===== src/rtl/alu_issue_stage.sv =====
// rtl/alu_issue_stage.sv - issue register and result FIFO around a 32-bit combinational ALU
module alu_issue_stage #(
  parameter int OUT_DEPTH = 4,
  parameter int TAG_W     = 4
) (
  input  logic                         clk,
  input  logic                         reset,
  input  logic                         in_valid,
  output logic                         in_ready,
  input  logic [31:0]                  in_a,
  input  logic [31:0]                  in_b,
  input  logic [2:0]                   in_cmd,
  input  logic [TAG_W-1:0]             in_tag,
  output logic [31:0]                  alu_operandA,
  output logic [31:0]                  alu_operandB,
  output logic [2:0]                   alu_command,
  input  logic [31:0]                  alu_result,
  input  logic                         alu_carryout,
  input  logic                         alu_overflow,
  output logic                         out_valid,
  input  logic                         out_ready,
  output logic [31:0]                  out_result,
  output logic                         out_carry,
  output logic                         out_overflow,
  output logic                         out_zero,
  output logic [TAG_W-1:0]             out_tag,
  output logic [$clog2(OUT_DEPTH):0]   out_count
);

  localparam int PW = $clog2(OUT_DEPTH);
  localparam int CW = PW + 1;
  localparam logic [CW-1:0] DEPTH_C = CW'(OUT_DEPTH);

  // Issue register: the op currently presented to the ALU
  logic             iss_valid_q, iss_valid_d;
  logic [31:0]      op_a_q, op_a_d;
  logic [31:0]      op_b_q, op_b_d;
  logic [2:0]       cmd_q, cmd_d;
  logic [TAG_W-1:0] tag_q, tag_d;

  // Result FIFO pointers and occupancy
  logic [PW-1:0]    wr_ptr_q, wr_ptr_d;
  logic [PW-1:0]    rd_ptr_q, rd_ptr_d;
  logic [CW-1:0]    count_q, count_d;

  // Result FIFO storage; not reset since empty entries are don't-care
  logic [31:0]      res_q   [OUT_DEPTH];
  logic             carry_q [OUT_DEPTH];
  logic             ovf_q   [OUT_DEPTH];
  logic             zero_q  [OUT_DEPTH];
  logic [TAG_W-1:0] otag_q  [OUT_DEPTH];

  logic pop;
  logic capture;
  logic accept;
  logic arith;

  assign out_valid = (count_q != '0);
  assign pop       = out_valid && out_ready;
  // A full FIFO still takes a capture when the head leaves on the same edge
  assign capture   = iss_valid_q && ((count_q < DEPTH_C) || pop);
  assign in_ready  = !iss_valid_q || capture;
  assign accept    = in_valid && in_ready;
  // Only ADD/SUB produce meaningful carry and overflow
  assign arith     = (cmd_q == 3'd0) || (cmd_q == 3'd1);

  assign alu_operandA = op_a_q;
  assign alu_operandB = op_b_q;
  assign alu_command  = cmd_q;

  assign out_result   = res_q[rd_ptr_q];
  assign out_carry    = carry_q[rd_ptr_q];
  assign out_overflow = ovf_q[rd_ptr_q];
  assign out_zero     = zero_q[rd_ptr_q];
  assign out_tag      = otag_q[rd_ptr_q];
  assign out_count    = count_q;

  // Next-state for issue register, pointers and occupancy
  always_comb begin
    iss_valid_d = iss_valid_q;
    op_a_d      = op_a_q;
    op_b_d      = op_b_q;
    cmd_d       = cmd_q;
    tag_d       = tag_q;
    if (accept) begin
      iss_valid_d = 1'b1;
      op_a_d      = in_a;
      op_b_d      = in_b;
      cmd_d       = in_cmd;
      tag_d       = in_tag;
    end else if (capture) begin
      iss_valid_d = 1'b0;
    end
    wr_ptr_d = wr_ptr_q + PW'(capture);
    rd_ptr_d = rd_ptr_q + PW'(pop);
    count_d  = count_q + CW'(capture) - CW'(pop);
  end

  // Control state; reset discards any op in flight or queued
  always_ff @(posedge clk) begin
    if (reset) begin
      iss_valid_q <= 1'b0;
      op_a_q      <= '0;
      op_b_q      <= '0;
      cmd_q       <= '0;
      tag_q       <= '0;
      wr_ptr_q    <= '0;
      rd_ptr_q    <= '0;
      count_q     <= '0;
    end else begin
      iss_valid_q <= iss_valid_d;
      op_a_q      <= op_a_d;
      op_b_q      <= op_b_d;
      cmd_q       <= cmd_d;
      tag_q       <= tag_d;
      wr_ptr_q    <= wr_ptr_d;
      rd_ptr_q    <= rd_ptr_d;
      count_q     <= count_d;
    end
  end

  // Write the ALU response into the FIFO slot at wr_ptr on capture
  always_ff @(posedge clk) begin
    if (!reset && capture) begin
      res_q[wr_ptr_q]   <= alu_result;
      carry_q[wr_ptr_q] <= arith ? alu_carryout : 1'b0;
      ovf_q[wr_ptr_q]   <= arith ? alu_overflow : 1'b0;
      zero_q[wr_ptr_q]  <= (alu_result == 32'd0);
      otag_q[wr_ptr_q]  <= tag_q;
    end
  end

endmodule


===== config.mk =====
export PLATFORM = sky130hd
export DESIGN_NAME = alu_issue_stage
export DESIGN_NICKNAME = d
export VERILOG_FILES = /design/src/rtl/alu_issue_stage.sv
export SDC_FILE = /design/constraint.sdc
export NUM_CORES = 1
export LEC_CHECK = 0
export CAP_MARGIN = 25
export CORE_AREA = 2 2 139 141
export DETAILED_ROUTE_END_ITERATION = 10
export DIE_AREA = 0 0 141 143
export MAX_ROUTING_LAYER = met4
export PLACE_DENSITY = 0.77
export SYNTH_ARGS = -nofsm -noshare
export SYNTH_HDL_FRONTEND = slang
export SYNTH_SLANG_ARGS = --single-unit

===== constraint.sdc =====
create_clock -name clk -period 7.65 [get_ports clk]
set_input_delay 0.765 -clock clk [delete_from_list [all_inputs] [get_ports clk]]
set_output_delay 0.765 -clock clk [all_outputs]
set_load 0.02 [all_outputs]

==> results of run 1 <==
worst max-delay path: stages:
cell and delay, ns:
clkdlybuf4s50_1 0.53, nand3b_1 0.13, buf_4 0.59, clkdlybuf4s50_1 0.75
cell families after synthesis:
logic type	count (synthesis)	synth area share, %
DFF	235	68.19
adders and majority gates	3	0.4902
muxes	40	9.668
AOI/OAI and AO/OA	75	4.153
buffers and inverters	54	3.554
xor gates and xnor gates	5	0.4767
and+or+nand+nor	170	13.47
per-layer routing:
layer / global-route usage (%) / up-vias / wire length [um]
met5: - / - / 0
met4: 4.684 / 0 / 341
met3: 5.600 / 34 / 1752
met2: 31.53 / 231 / 9434
met1: 26.90 / 2856 / 8689
li1: - / 2664 / -
worst min-delay path by stage:
stage / from / endpoint / slack, ns
3_3_place_gp: alu_operandB[31]$_SDFFE_PP0P_ / alu_operandB[31]$_SDFFE_PP0P_ / 0.45
3_5_place_dp: alu_operandB[5]$_SDFFE_PP0P_ / alu_operandB[5]$_SDFFE_PP0P_ / 0.46
4_1_cts: alu_operandB[27]$_SDFFE_PP0P_ / alu_operandB[27]$_SDFFE_PP0P_ / 0.47
5_1_grt: alu_operandB[1]$_SDFFE_PP0P_ / alu_operandB[1]$_SDFFE_PP0P_ / 0.48
2_1_floorplan: tag_q[0]$_SDFFE_PP0P_ / otag_q[0][0]$_DFFE_PP_ / 0.46
6_report: alu_operandB[27]$_SDFFE_PP0P_ / alu_operandB[27]$_SDFFE_PP0P_ / 0.46
cell type report:
cell class              count  share of cell area, %
inverters                   4                 0.1227
flip-flops and latches    235                  51.23
multi-input cells         293                  21.51
clock inverters            10                 0.8079
clock buffers              32                  5.328
well taps                 234                  2.393
repair buffers            230                  18.61
per-stage QoR:
step | hold slack (ns) | area (um^2) | instances
2_1_floorplan | 0.4612 | 9189 | 582
3_3_place_gp | 0.4523 | 11460 | 994
3_5_place_dp | 0.4563 | 11480 | 995
4_1_cts | 0.4656 | 12230 | 1037
5_1_grt | 0.4840 | 12240 | 1038
6_report | 0.4625 | 12240 | 1038
flip-flops by register name, summed over array words and instances (netlist names):
name          cells
res_q           128
tag_q             4
out_count         3
iss_valid_q       1
alu_command       3
carry_q           4
rd_ptr_q          2
alu_operandA     32
zero_q            4
ovf_q             4
wr_ptr_q          2
alu_operandB     32
otag_q           16
synth_stat cells:
cell,number,area (um^2)
edfxtp_1,156,4684
dfxtp_1,79,1582
nand2b_1,71,444.2
nand4b_1,71,621.9
o21ai_1,70,350.3
mux4_2,39,878.3
clkbuf_1,21,78.83
buf_2,15,75.07
buf_6,14,157.7
nor4_1,9,56.30
nor2_1,7,26.28
inv_1,4,15.01
xnor2_1,3,26.28
ha_1,2,25.02
nand4_1,2,12.51
nor2b_1,2,12.51
nor3b_1,2,15.01
nor4b_1,2,17.52
o21ai_0,2,10.01
xor2_1,2,17.52
a21oi_1,1,5.000
and2_1,1,6.260
fa_1,1,20.02
mux2i_1,1,10.01
nand3b_1,1,7.510
nor4bb_1,1,10.01
o311ai_0,1,8.760
o31ai_1,1,7.510
or3_2,1,7.510
report_power, final:
part / switching (W) / leakage [nW] / internal (W)
Clock: 0.000455 / 0.361 / 0.000662
Combinational: 0.000361 / 1.52 / 0.000398
Sequential: 0.0000354 / 2.06 / 0.00141
Total: 0.000852 / 3.94 / 0.00247
==> metrics.md, run 1 <==
| Metric | Value |
|---|---|
| Status | `completed` |
| Gpl congestion | `0.7593` |
| Slew @ Worst Pin | `0.9971 ns` |
| Post-route ant nets | `0` |
| IO buf count | `around 220` |
| DR vias | `5785` |
| Synth Instances | `582` |
| DRC Markers | `0` |
| Post-synthesis cell type count | `29` |
| Total Wirelength | `around 20000 um` |
| Die footprint | `between 20000 and 25000 um^2` |
| GRT Residual Overflow | `0` |
| RSZ-0062 raised after global routing | `no` |
| Syn. warnings | `0` |
| Hold_buf cts | `0` |
| Area of the multi-input gates | `roughly 2600 um^2` |
| GRT Resource Usage Total | `a little over 20%` |
| Die W | `141 um` |
| Slew Limit Headroom | `33.53%` |
| Place WS | `4.104 ns` |
| Startpoint types | `primary input` |
| Post-CTS resize count | `0` |
| Mapped cell area | `9189 um^2` |
| Worst r2r src | `out_count[1]$_SDFF_PP0_` |
| Worst Path Max Fanout | `74` |
| DRT iter0 DRCs | `approximately 350` |
| TNS Setup | `0 ns` |
| Fillers | `between 1000 and 1500` |
| DRT Pass-1 Iters | `5` |
| Seq/Total Area, Yosys | `between 60% and 70%` |
| F_max | `282.5 MHz` |
| CTS tree | `done` |
| Sink Count | `roughly 240` |
| Final Critical Period | `3.539 ns` |
| Row cnt | `50` |
| Hold path depth | `2` |
| Vias per cell | `5.573` |
| Clock Tree Root | `clkbuf_16` |
| Setup violations, final | `0` |
| Register clock-pin slew on the reported worst setup and hold paths | `0.06 ns` |
| FF-to-FF End | `out_count[2]$_SDFF_PP0_` |
| Critical path endpoint | `in_ready` |
| Syn Area/Cell | `around 16 um^2` |
| Critical Path Start | `out_ready` |
| Maximum VDD drop | `151.1 uV` |
| Antenna violations before repair | `0` |
| HP Class | `reg -> reg` |
| Clk_lat worst skew | `0.51 ns` |
| Total power | `0.003321 W` |
| Commonest non-fill, non-tap cell in the layout | `clkdlybuf4s50_1` |
| Largest net degree at the start of global routing | `151` |
| IO Count | `220` |
| Hold Fails Final Rpt | `0` |
| #FFs+latches synth | `between 200 and 250` |
| Register area | `6269 um^2` |
| Wire per inst | `19.48 um` |
| P_leak | `3.939 nW` |
| Inserted Diodes | `0` |
| First-pass GRT wire length | `roughly 31000 um` |
| Die Y | `143 um` |
| Crit path capture type | `primary output` |
| Vias in the first global route | `5889` |
| Final Max Tran Viols | `0` |
| Crit path arrival time | `2.77 ns` |
| Final Util | `65.85%` |
| Postcts setup bufs | `0` |
| Area grow syn2layout | `33.16%` |
| Post-synthesis net count | `694` |
| Commonest non-fill, non-tap cells in the layout | `217 x clkdlybuf4s50_1, 156 x edfxtp_1, 77 x dfxtp_1, 71 x nand2b_1, 71 x nand4b_1` |
| HPWL Detailed | `12410 um` |
| Fin worst setup slack | `4.111 ns` |
| Req. time, crit path | `6.88 ns` |
| Cells on worst reg2reg path | `8` |
| Fin nets | `900` |
| Critical setup path kind | `in -> out` |
| Max-cap check violation count | `0` |
| Layout cells sized above 1 | `11.44%` |
| CORE AREA | `18580 um^2` |
| Num CTS Buffers | `24` |
| Clk buf depth | `3` |
| P per Cell Area | `271.4 nW/um^2` |
| Clock Skew | `0.01061 ns` |
| CTS H-Tree Depth | `1` |
| Crit share post-route | `46.27%` |
| Initial Utilization | `49.45%` |
| Flop2flop setup slack | `5.38 ns` |
No activity file was read; power rests on OpenSTA's default activity.
==> run 2: changes to the inputs <==
- clock period: 7.65 -> 3.5 ns (I/O delays scaled with it)
==> run 2 against run 1 <==
  * Wire length is 2.1% higher
  * Clock skew rose by 0.0030 ns
  * Total power up 130%
  * Worst setup slack worse by 3.6 ns
  * Cell count increased by 0.19%
  * Die area did not move
  * Register-to-register slack got worse by 4.3 ns
  * Combinational power up 110%
  * Sequential cell count unchanged
  * Non-clock buffer count decreased by 1
  * Design area up 0.85%
  * Largest cell class unchanged
  * Largest power group unchanged
==> metrics.md, run 2 (synthesis results as in run 1) <==
| Metric | Value |
|---|---|
| Status | `completed` |
| Hold Fails Final Rpt | `0 (unchanged)` |
| CTS tree | `done` |
| Worst Path Max Fanout | `29 (-61%)` |
| Worst r2r src | `out_count[2]$_SDFF_PP0_` |
| IO Count | `220 (unchanged)` |
| Clock Tree Root | `clkbuf_16` |
| Maximum VDD drop | `378.4 uV (+150%)` |
| CP Cell Sequence | `buf_12 -> mux4_2 -> clkdlybuf4s50_1` |
| Final Critical Period | `2.960 ns` |
| Row cnt | `50 (unchanged)` |
| DR vias | `5812 (+0.47%)` |
| Num CTS Buffers | `25 (+4.2%)` |
| DRC Markers | `0 (unchanged)` |
| Largest net degree at the start of global routing | `117 (-23%)` |
| Cells on worst reg2reg path | `9 (+1)` |
| Vias per cell | `5.588 (+0.27%)` |
| Wire per inst | `19.84 um (+1.9%)` |
| Gpl congestion | `0.7856 (+3.5%)` |
| Inserted Diodes | `0 (unchanged)` |
| Hold_buf cts | `0 (unchanged)` |
| HP Class | `in -> reg` |
| Max reg flops | `128 (unchanged)` |
| Most flops, register | `res_q` |
| Total Wirelength | `20630 um (+2.1%)` |
| Crit path arrival time | `2.61 ns (-0.16 ns)` |
| P per Cell Area | `609.7 nW/um^2 (+120%)` |
| Critical Path Start | `rd_ptr_q[0]$_SDFF_PP0_` |
| HPWL Detailed | `13090 um (+5.5%)` |
| CP max stage delay | `0.64 ns (-0.11 ns)` |
| Area grow syn2layout | `34.29%` |
| Commonest non-fill, non-tap cells in the layout | `217 x clkdlybuf4s50_1, 156 x edfxtp_1, 77 x dfxtp_1, 71 x nand2b_1, 71 x nand4b_1` |
| Slew @ Worst Pin | `0.9645 ns (-0.03258 ns)` |
| Vias in the first global route | `6068 (+3.0%)` |
| Clk_lat worst skew | `0.51 ns (about the same)` |
| Post-route ant nets | `0 (unchanged)` |
| Initial Utilization | `49.45% (unchanged)` |
| Clock Skew | `0.01364 ns (+0.003031 ns)` |
| Crit share post-route | `84.57%` |
| Die Y | `143 um (unchanged)` |
| Commonest non-fill, non-tap cell in the layout | `clkdlybuf4s50_1` |
| Startpoint types | `register` |
| Setup violations, final | `0 (unchanged)` |
| Layout cells sized above 1 | `12.53% (+1.1 points)` |
| Critical setup path kind | `reg -> out` |
| Slew Limit Headroom | `35.02% (+1.5 points)` |
| First-pass GRT wire length | `32200 um (+2.7%)` |
| DRT Pass-1 Iters | `4 (-1)` |
| RSZ-0062 raised after global routing | `no` |
| Crit path capture type | `primary output` |
| Die footprint | `20160 um^2 (unchanged)` |
| P_leak | `3.989 nW (+1.2%)` |
| Crit-path slowest cell | `dfxtp_2` |
| DRT iter0 DRCs | `342 (-2.8%)` |
| Max-cap check violation count | `0 (unchanged)` |
| Total power | `0.007523 W (+130%)` |
| Die W | `141 um (unchanged)` |
| Final Max Tran Viols | `0 (unchanged)` |
| Clk buf depth | `3 (unchanged)` |
| IO buf count | `219 (unchanged)` |
| FF-to-FF End | `out_count[2]$_SDFF_PP0_` |
| Sink Count | `235 (unchanged)` |
| Post-CTS resize count | `0 (unchanged)` |
| Register clock-pin slew on the reported worst setup and hold paths | `0.06 ns (about the same)` |
| Critical path endpoint | `out_result[29]` |
| Antenna violations before repair | `0 (unchanged)` |
| Postcts setup bufs | `0 (unchanged)` |
| GRT Resource Usage Total | `20.80% (+0.55 points)` |
| GRT Residual Overflow | `0 (unchanged)` |
| Fin nets | `900 (unchanged)` |
| Flop2flop setup slack | `1.09 ns (-4.29 ns)` |
| CTS H-Tree Depth | `1 (unchanged)` |
| F_max | `337.9 MHz` |
| Hold Crit Start | `reset` |
| Place WS | `0.7547 ns (-3.349 ns)` |
| Req. time, crit path | `3.15 ns (-3.73 ns)` |
| Fin worst setup slack | `0.5402 ns (-3.570 ns)` |
| CORE AREA | `18580 um^2 (unchanged)` |
| TNS Setup | `0 ns (unchanged)` |
[run 2: cell types whose count changed in the layout (fill, tap and decap cells not counted), sizes merged]
| cell | delta |
|---|---|
| clkbuf | -3 |
| bufinv | +2 |
| clkinvlp | +2 |
| buf | -1 |
| inv | +2 |
[run 2: report_power, final]
| part | switching (W) | internal (W) | total, W |
|---|---|---|---|
| sequential | 0.000126 | 0.00308 | 0.00320 |
| clock | 0.00105 | 0.00163 | 0.00269 |
| combinational | 0.000747 | 0.000883 | 0.00163 |
[run 2: worst max-delay path, delay by kind of cell (launching register included)]
kind	cells	cell delay [ns]
DFF	1	0.64
muxes	1	0.58
buffers and inverters	2	0.88
[run 2: worst min path at each step]
stage	end	slack [ns]	cells past startpoint
after floorplan	res_q[0][0]$_DFFE_PP_	0.45	0
after global placement	alu_operandB[1]$_SDFFE_PP0P_	0.45	2
after detailed placement	alu_operandB[10]$_SDFFE_PP0P_	0.45	2
after CTS	out_count[1]$_SDFF_PP0_	0.21	2
after global routing	out_count[1]$_SDFF_PP0_	0.23	2
final	out_count[1]$_SDFF_PP0_	0.24	2
[run 2: per-stage QoR]
step / utilization [%] / instances / hold WS (ns) / cell area (um^2)
3_3_place_gp: 61.85 / 995 / 0.4516 / 11490
6_report: 66.41 / 1040 / 0.2353 / 12340
5_1_grt: 66.41 / 1040 / 0.2316 / 12340
4_1_cts: 66.41 / 1040 / 0.2122 / 12340
3_5_place_dp: 61.85 / 995 / 0.4526 / 11490
2_1_floorplan: - / 582 / 0.4489 / 9204
[run 2: routing by layer]
metal	vias to the layer above	GRT usage [%]	share of wire [%]	routed length (um)
li1	2659	-	-	-
met1	2902	25.78	41	8472
met2	217	33.86	48	9926
met3	34	6.673	8.9	1841
met4	0	4.632	1.9	392
met5	-	-	0	0
[run 2: area by class of cell]
class / count / area (um^2)
clock inverter: 16 / 196.4
fill: 1288 / 6241
inverter: 4 / 15.01
clock buffer: 29 / 650.6
tap: 234 / 292.8
multi-input combinational: 293 / 2631
timing repair buffer: 229 / 2285
sequential: 235 / 6269
